--- config.mk ---
export PLATFORM = sky130hd
export DESIGN_NAME = bcd_to_bin
export DESIGN_NICKNAME = d
export VERILOG_FILES = /design/src/rtl/bcd_to_bin.sv
export SDC_FILE = /design/constraint.sdc
export NUM_CORES = 1
export LEC_CHECK = 0
export CAP_MARGIN = 20
export CORE_UTILIZATION = 47
export DETAILED_ROUTE_END_ITERATION = 10
export GPL_TIMING_DRIVEN = 0
export PLACE_DENSITY = 0.87
export SYNTH_ARGS = -nofsm -noshare
export SYNTH_HDL_FRONTEND = slang
export SYNTH_SLANG_ARGS = --single-unit
--- constraint.sdc ---
create_clock -name clk -period 1.8 [get_ports clk]
set_clock_uncertainty 0.1 [all_clocks]
set_input_delay 0.27 -clock clk [delete_from_list [all_inputs] [get_ports clk]]
set_output_delay 0.27 -clock clk [all_outputs]
set_load 0.02 [all_outputs]
--- src/rtl/bcd_to_bin.sv ---
// rtl/bcd_to_bin.sv - sequential BCD-to-binary converter (reverse double dabble)
// Fixed BIN_W-step latency; blank code 15 allowed only as leading-zero suppression.
module bcd_to_bin #(
  parameter int DIGITS = 4,
  parameter int BIN_W  = 16
) (
  input  logic             clk,
  input  logic             rst,
  input  logic             in_valid,
  output logic             in_ready,
  input  logic [3:0]       bcd_in [0:DIGITS-1],
  output logic             out_valid,
  output logic [BIN_W-1:0] bin_out,
  output logic             err_invalid,
  output logic             err_overflow,
  output logic             busy
);

  localparam int BCD_W = 4 * DIGITS;
  localparam int SR_W  = BCD_W + BIN_W;
  localparam int CNT_W = $clog2(BIN_W + 1);

  typedef enum logic {IDLE, CONV} state_t;

  state_t             state_q, state_d;
  logic [SR_W-1:0]    sr_q;
  logic [SR_W-1:0]    sr_shift;
  logic [CNT_W-1:0]   cnt_q;
  logic               valid_q;
  logic               out_valid_q;
  logic [BIN_W-1:0]   bin_out_q;
  logic               err_invalid_q;
  logic               err_overflow_q;

  logic [BCD_W-1:0]   load_bcd;
  logic               req_ok;
  logic               seen_digit;
  logic               accept;
  logic               last_step;

  // Blanks must form a run from the top digit down; the ones digit is never blank.
  always_comb begin
    req_ok     = 1'b1;
    seen_digit = 1'b0;
    load_bcd   = '0;
    for (int i = DIGITS - 1; i >= 0; i--) begin
      if (bcd_in[i] == 4'd15) begin
        if (seen_digit) req_ok = 1'b0;
      end else begin
        seen_digit = 1'b1;
        if (bcd_in[i] > 4'd9) req_ok = 1'b0;
        load_bcd[4*i +: 4] = bcd_in[i];
      end
    end
    if (bcd_in[0] == 4'd15) req_ok = 1'b0;
  end

  // One conversion step: shift right, then correct every BCD nibble that reached 8 or more.
  always_comb begin
    sr_shift = sr_q >> 1;
    for (int i = 0; i < DIGITS; i++) begin
      if (sr_shift[BIN_W + 4*i + 3])
        sr_shift[BIN_W + 4*i +: 4] = sr_shift[BIN_W + 4*i +: 4] - 4'd3;
    end
  end

  assign accept    = in_valid && in_ready;
  assign last_step = (state_q == CONV) && (cnt_q == CNT_W'(BIN_W - 1));

  always_ff @(posedge clk) begin
    if (rst) state_q <= IDLE;
    else     state_q <= state_d;
  end

  always_comb begin
    state_d = state_q;
    case (state_q)
      IDLE:    if (in_valid) state_d = CONV;
      CONV:    if (last_step) state_d = IDLE;
      default: state_d = IDLE;
    endcase
  end

  always_comb begin
    in_ready = (state_q == IDLE);
    busy     = (state_q == CONV);
  end

  always_ff @(posedge clk) begin
    if (rst) begin
      sr_q           <= '0;
      cnt_q          <= '0;
      valid_q        <= 1'b0;
      out_valid_q    <= 1'b0;
      bin_out_q      <= '0;
      err_invalid_q  <= 1'b0;
      err_overflow_q <= 1'b0;
    end else begin
      out_valid_q <= 1'b0;
      if (accept) begin
        sr_q    <= {load_bcd, {BIN_W{1'b0}}};
        valid_q <= req_ok;
        cnt_q   <= '0;
      end else if (busy) begin
        sr_q  <= sr_shift;
        cnt_q <= cnt_q + CNT_W'(1);
        if (last_step) begin
          out_valid_q    <= 1'b1;
          bin_out_q      <= valid_q ? sr_shift[BIN_W-1:0] : '0;
          err_overflow_q <= valid_q && (sr_shift[SR_W-1:BIN_W] != '0);
          err_invalid_q  <= !valid_q;
        end
      end
    end
  end

  assign out_valid    = out_valid_q;
  assign bin_out      = bin_out_q;
  assign err_invalid  = err_invalid_q;
  assign err_overflow = err_overflow_q;

endmodule
==> impl_metrics.yaml, run 1 <==
run_status:
  status: "finished clean"
worst_setup_path:
  crit_type: "reg2reg"
  cp.required_ps: 1920
  r2r_end: "bin_out[15]"
  r2r_start: "cnt_q[0]"
  end_kind: "register"
  crit_slowest_cell: "dfxtp_2"
  crit_fanout: 10
  regToRegSetupSlack_ps: 20
  worstSetupStartpointType: "register"
  worstSetupStartpoint: "cnt_q[0]"
  crit_chain: "ha_2 -> and3_4 -> ha_4 -> nand2_2 -> nor2_4 -> and2_4 -> buf_8 -> a22o_1"
  slowest_delay_ps: 320
  rr_worst_depth: 8
  arrival_ps: 1900
logic_synthesis:
  yosysWarnings: 0
  synth_nets: 276
  synthArstFlopShare_pct: 0
  yosysMostFrequentCell: "dfxtp_1"
  netlist_instances: 252
  ys_seq_area_share_pct: 47.0
  ys_types: 42
  ys_seq_elements: 57
  synth_top_area_cell: "dfxtp_1"
  synthFlopType: "dfxtp_1"
  synth.area.top_cells: "dfxtp_1 (47%), mux2i_1 (6.6%), nor2_1 (6.2%)"
  synth_top_area_share_pct: 47.0
  syn_area_mm2: 0.00243
  synth_edf_count: 0
  avgSynthCellArea_um2: 9.64
  ys_top_cells_by_count: "dfxtp_1 (57), nor2_1 (40), mux2i_1 (16)"
global_route:
  antenna_found_initial: 0
  grt.met1_usage_pct: 29.4
  grt_use_met2_pct: 36.3
  grtUsageMet3_pct: 8.78
  gr-total-overflow: 0
  grt_pass1_wl_um: 9430
  top_usage_layer: "met2"
  track_usage_pct: 23.4
  first_global_vias: 1992
  grt_max_degree: 12
clocking:
  cts_tree: "yes"
  clk_latency_ps: 340
  clock_path_buffers: 2
  cts_inserted_buffers: 9
  cts.clk_slew.worst_paths_ps: 70
  cts_hold_buf: 0
  cts_sinks: 57
  cts-htree-levels: 3
  cts_root_buffer: "clkbuf_8"
die:
  die_y_um: 73.9
  pin_count: 40
  dieWidth_um: 73.9
  coreArea_mm2: 0.00485
  fp-row-count: 25
  start_util_pct: 50.1
  dieArea_mm2: 0.00546
power:
  p_sw_mw: 0.734
  p_int_mw: 2.08
  sw_frac_of_total_pct: 26.1
  clkPwrFrac_pct: 41.3
  power_frac_comb_pct: 11.4
  peakVddDrop_v: 0.000792
  power_density_mw_per_mm2: 882
  power_frac_seq_pct: 47.3
  p_leak_nw: 1.20
drt:
  drt-vias-per-instance: 5.62
  ant_nets: 0
  drt-initial-drc-count: 143
  routed_wl_um: 5900
  vias: 2114
  drc: 0
  dr.pass1.iters: 4
  wl_per_cell_um: 15.7
sta:
  final-setup-viol-count: 0
  max_freq_mhz: 562
  period_needed_ps: 1780
  rsz0062_at_grt: "true"
  slew_viol_final: 0
  finalSetupTns_ps: 0
  relSlewSlack_pct: 63.4
  worstMarginPinSlew_ps: 549
  fin_crit_sh_pct: 98.9
  final_hold_viol_count: 0
  hold_ws_ps: 360
place:
  port_buffers: 38
  dp.cells: 357
  routabilityCongestion: 0.823
  hpwlAfterDp_um: 3900
min_path:
  hold_depth: 3
  worstHoldStart: "in_valid"
  worst_hold_path.endpoint: "sr_q[27]"
  worstHoldPathType: "in2reg"
final_layout:
  antenna_cells: 0
  syn_to_final_growth_pct: 31.3
  drive_above_1_share_pct: 13.9
  stdcell_count: 376
  final_nets: 328
job:
  drv_cap: 0
==> kinds of logic (layout without fill, tap and decap cells) <==
logic type,after synthesis,after routing,synth area share [%]
AND/OR/NAND/NOR,86,86,17.8
AO/OA/AOI/OAI,57,57,17.9
flip-flops,57,57,47.0
multiplexers,19,19,7.98
buffers and inverters,19,76,3.50
XOR/XNOR,9,9,3.24
adder cells (fa/ha/maj),5,5,2.57
==> area by class of cell <==
class,instances,area (um^2)
inverters,3,11.3
flip-flops and latches,57,1140
clock inverters,7,71.3
clock buffers,9,124
fillers,365,1660
well taps,67,83.8
repair buffers,42,422
multi-input cells,176,1250
plain buffers,15,86.3
==> sequential cells by signal, summed over array words and instances, names as in the netlist <==
signal,flops
bin_out,16
valid_q,1
out_valid,1
sr_q,31
err_invalid,1
busy,1
cnt_q,5
err_overflow,1
==> worst max-delay path, delay by kind of cell, from the launching register on <==
kind,cells,cell delay [ps]
compound gates,1,250
fa+ha+maj,2,350
buf+inv,1,140
flops,1,320
simple gates,4,500
==> repair_timing <==
item / CTS / global route
endpoints found under the setup margin: 29 / 27
resized for setup: 10 / 9
setup buffers: 3 / 1
pin swaps: 1 / 2
==> power by group through the flow <==
stage	Clock [mW]	Combinational [mW]	Sequential, mW
2_1_floorplan	0	0.205	1.35
3_3_place_gp	0	0.301	1.36
3_5_place_dp	0	0.308	1.36
4_1_cts	1.18	0.316	1.33
5_1_grt	1.24	0.350	1.33
6_report	1.16	0.321	1.33
==> cells in the final DEF, fill, tap and decap left out, types with 3 or more instances in the layout <==
| cell type | instances |
|---|---|
| clkbuf_1 | 5 |
| nor2_1 | 39 |
| nand3_1 | 3 |
| xor2_1 | 5 |
| xnor2_1 | 4 |
| ha_1 | 3 |
| nand2_1 | 8 |
| dfxtp_1 | 55 |
| nor2b_1 | 5 |
| clkinvlp_4 | 3 |
| o21ai_0 | 7 |
| nor3_1 | 5 |
| inv_1 | 3 |
| a21oi_1 | 7 |
| clkbuf_8 | 9 |
| mux2i_1 | 16 |
| clkdlybuf4s50_1 | 37 |
| buf_4 | 4 |
| mux2_2 | 3 |
| nor3b_1 | 9 |
| a221oi_1 | 10 |
| buf_2 | 4 |
| a22o_1 | 15 |
==> metal layers <==
layer  up-vias  share of wire (%)
met5         -                  0
met4         0                1.1
met3         9                5.9
met2        60                 48
met1      1006                 45
li1       1039                  -
==> how the worst max path moves through the flow <==
stage	to	slack, ps
floorplan	busy	7
global placement	bin_out[14]	-440
detailed placement	bin_out[14]	-450
CTS	in_ready	-10
global route	bin_out[15]	-30
finish	bin_out[15]	20
==> stage by stage <==
| step | utilization (%) | setup WS (ps) | power [mW] | area (um^2) |
|---|---|---|---|---|
| detailed placement | 60.2 | -447 | 1.66 | 2920 |
| global route | 65.8 | -28.6 | 2.92 | 3190 |
| finish | 65.8 | 20.1 | 2.81 | 3190 |
| floorplan | - | 7.46 | 1.55 | 2450 |
| CTS | 65.1 | -11.8 | 2.82 | 3160 |
| global placement | 60.2 | -440 | 1.66 | 2920 |
No activity file was read; power rests on OpenSTA's default activity.
==> run 2: changes to the inputs <==
--- a/config.mk
+++ b/config.mk
@@ -6,10 +6,10 @@
 export NUM_CORES = 1
 export LEC_CHECK = 0
 export CAP_MARGIN = 20
-export CORE_UTILIZATION = 47
+export CORE_UTILIZATION = 45
 export DETAILED_ROUTE_END_ITERATION = 10
 export GPL_TIMING_DRIVEN = 0
-export PLACE_DENSITY = 0.87
+export PLACE_DENSITY = 0.84
 export SYNTH_ARGS = -nofsm -noshare
 export SYNTH_HDL_FRONTEND = slang
 export SYNTH_SLANG_ARGS = --single-unit
==> run 2 against run 1 <==
  * Routed wire length shrank 0.91%
  * Flip-flop and latch count stayed put
  * Via count increased by 0.76%
  * Global-route usage decreased by 1.4 points
  * Power grew 7.4%
  * Core utilization fell by 3.0 points
  * Clock power rose by 18%
  * Die area grew 4.3%
  * Hold slack gained 15 ps
==> impl_metrics.yaml, run 2 (synthesized netlist as in run 1, its figures left out) <==
worst_setup_path:
  arrival_ps: 1860
  crit_chain: "ha_2 -> and3_4 -> ha_4 -> nand2_2 -> nor2_4 -> and2_4 -> buf_4 -> a22o_1"
  crit_slowest_cell: "dfxtp_2"
  crit_fanout: 5
  slowest_delay_ps: 330
  cp.required_ps: 1930
  crit_type: "reg2reg"
  cpLargestDelayFamily: "simple AND/OR/NAND/NOR gates"
  worstSetupStartpointType: "register"
  crit_buf_inv: 1
  end_kind: "register"
sta:
  max_freq_mhz: 576
  worstMarginPinSlew_ps: 606
  hold_ws_ps: 376
  period_needed_ps: 1740
  final_hold_viol_count: 0
  relSlewSlack_pct: 59.6
  rsz0062_at_grt: "false"
  fin_crit_sh_pct: 96.4
  slew_viol_final: 0
  final-setup-viol-count: 0
power:
  peakVddDrop_v: 0.000828
  p_int_mw: 2.30
  power_density_mw_per_mm2: 936
  p_leak_nw: 1.22
  power_frac_seq_pct: 44.0
  clkPwrFrac_pct: 45.2
  sw_frac_of_total_pct: 23.9
  power_frac_comb_pct: 10.8
  p_sw_mw: 0.724
clocking:
  clock_path_buffers: 2
  cts-htree-levels: 3
  cts_inserted_buffers: 9
  cts_hold_buf: 0
  cts.clk_slew.worst_paths_ps: 60
  cts_sinks: 57
  cts_root_buffer: "clkbuf_8"
  clk_latency_ps: 340
  cts_tree: "yes"
place:
  port_buffers: 38
  dp.cells: 360
  hpwlAfterDp_um: 4010
  routabilityCongestion: 0.856
global_route:
  gr-total-overflow: 0
  grt_pass1_wl_um: 9190
  track_usage_pct: 22.0
  first_global_vias: 2006
  antenna_found_initial: 0
  grt_max_degree: 11
final_layout:
  final_nets: 328
  regMostFlops: "sr_q"
  mostFrequentLayoutCells: "dfxtp_1 (54), nor2_1 (39), clkdlybuf4s50_1 (37), mux2i_1 (16), a22o_1 (15)"
  final_common_cell: "dfxtp_1"
  stdcell_count: 379
  syn_to_final_growth_pct: 32.9
  antenna_cells: 0
  fillCellCount: 435
  final_util_pct: 62.8
  drive_above_1_share_pct: 14.6
  largest_reg_flops: 31
drt:
  vias: 2130
  drt-initial-drc-count: 220
  drc: 0
  routed_wl_um: 5850
  drt-vias-per-instance: 5.62
  dr.pass1.iters: 4
  wl_per_cell_um: 15.4
  ant_nets: 0
min_path:
  worstHoldPathType: "reg2reg"
die:
  dieWidth_um: 75.5
  start_util_pct: 47.3
  coreArea_mm2: 0.00514
  die_y_um: 75.5
  dieArea_mm2: 0.00570
  fp-row-count: 26
  pin_count: 40
run_status:
  status: "finished clean"
job:
  drv_cap: 0
==> run 2: per-stage QoR <==
step,instance area (um^2),power (mW),TNS (ps),setup slack (ps)
6_report,3230,3.02,0,64.1
4_1_cts,3180,3.02,-6.93,-3.93
3_5_place_dp,2920,1.66,-8350,-512
2_1_floorplan,2450,1.55,0,7.46
5_1_grt,3230,3.13,0,10.4
3_3_place_gp,2920,1.66,-8840,-519
==> run 2: what timing repair did <==
item	4_1_cts	5_1_grt
pin swaps	1	4
resized for setup	10	12
endpoints found under the setup margin	30	23
buffers inserted	3	1
==> run 2: cell type report <==
cell class	instances	area, um^2	area share [%]
multi-input cells	176	1260	39.1
flip-flops and latches	57	1140	35.5
repair buffers	42	409	12.7
clock buffers	11	151	4.69
well taps	70	87.6	2.71
plain buffers	15	85.1	2.63
clock inverters	5	77.6	2.40
inverters	3	11.3	0.349
==> run 2: power by group through the flow <==
stage	Sequential [mW]	Combinational, mW	Clock (mW)
final	1.33	0.327	1.37
after global routing	1.33	0.355	1.44
after CTS	1.33	0.315	1.38
after detailed placement	1.36	0.308	0
after global placement	1.35	0.302	0
after floorplan	1.35	0.205	0
==> run 2: path summary, 6_finish.rpt <==
| kind | start | endpoint | slack, ps | cells after the start |
|---|---|---|---|---|
| worst max register to register | cnt_q[1] | bin_out[4] | 60 | 8 |
| worst min register to register | bin_out[3] | bin_out[3] | 380 | 1 |
| worst max-delay path | cnt_q[1] | bin_out[4] | 60 | 8 |
| worst min-delay path | bin_out[3] | bin_out[3] | 380 | 1 |
==> run 2: metal layers <==
metal	part of all wire [%]	vias to the layer above	global-route usage (%)
met3	6.8	14	6.48
met2	46	77	34.5
met1	45	1016	27.7
met5	0	-	0
li1	-	1023	-
met4	2.0	0	10.5
==> run 2: worst reg2reg max path: stages, from the launching register on <==
cell and delay, ps:
dfxtp_2 330, ha_2 170, and3_4 180, ha_4 170, nand2_2 90, nor2_4 40, and2_4 180, buf_4 140
a22o_1 230
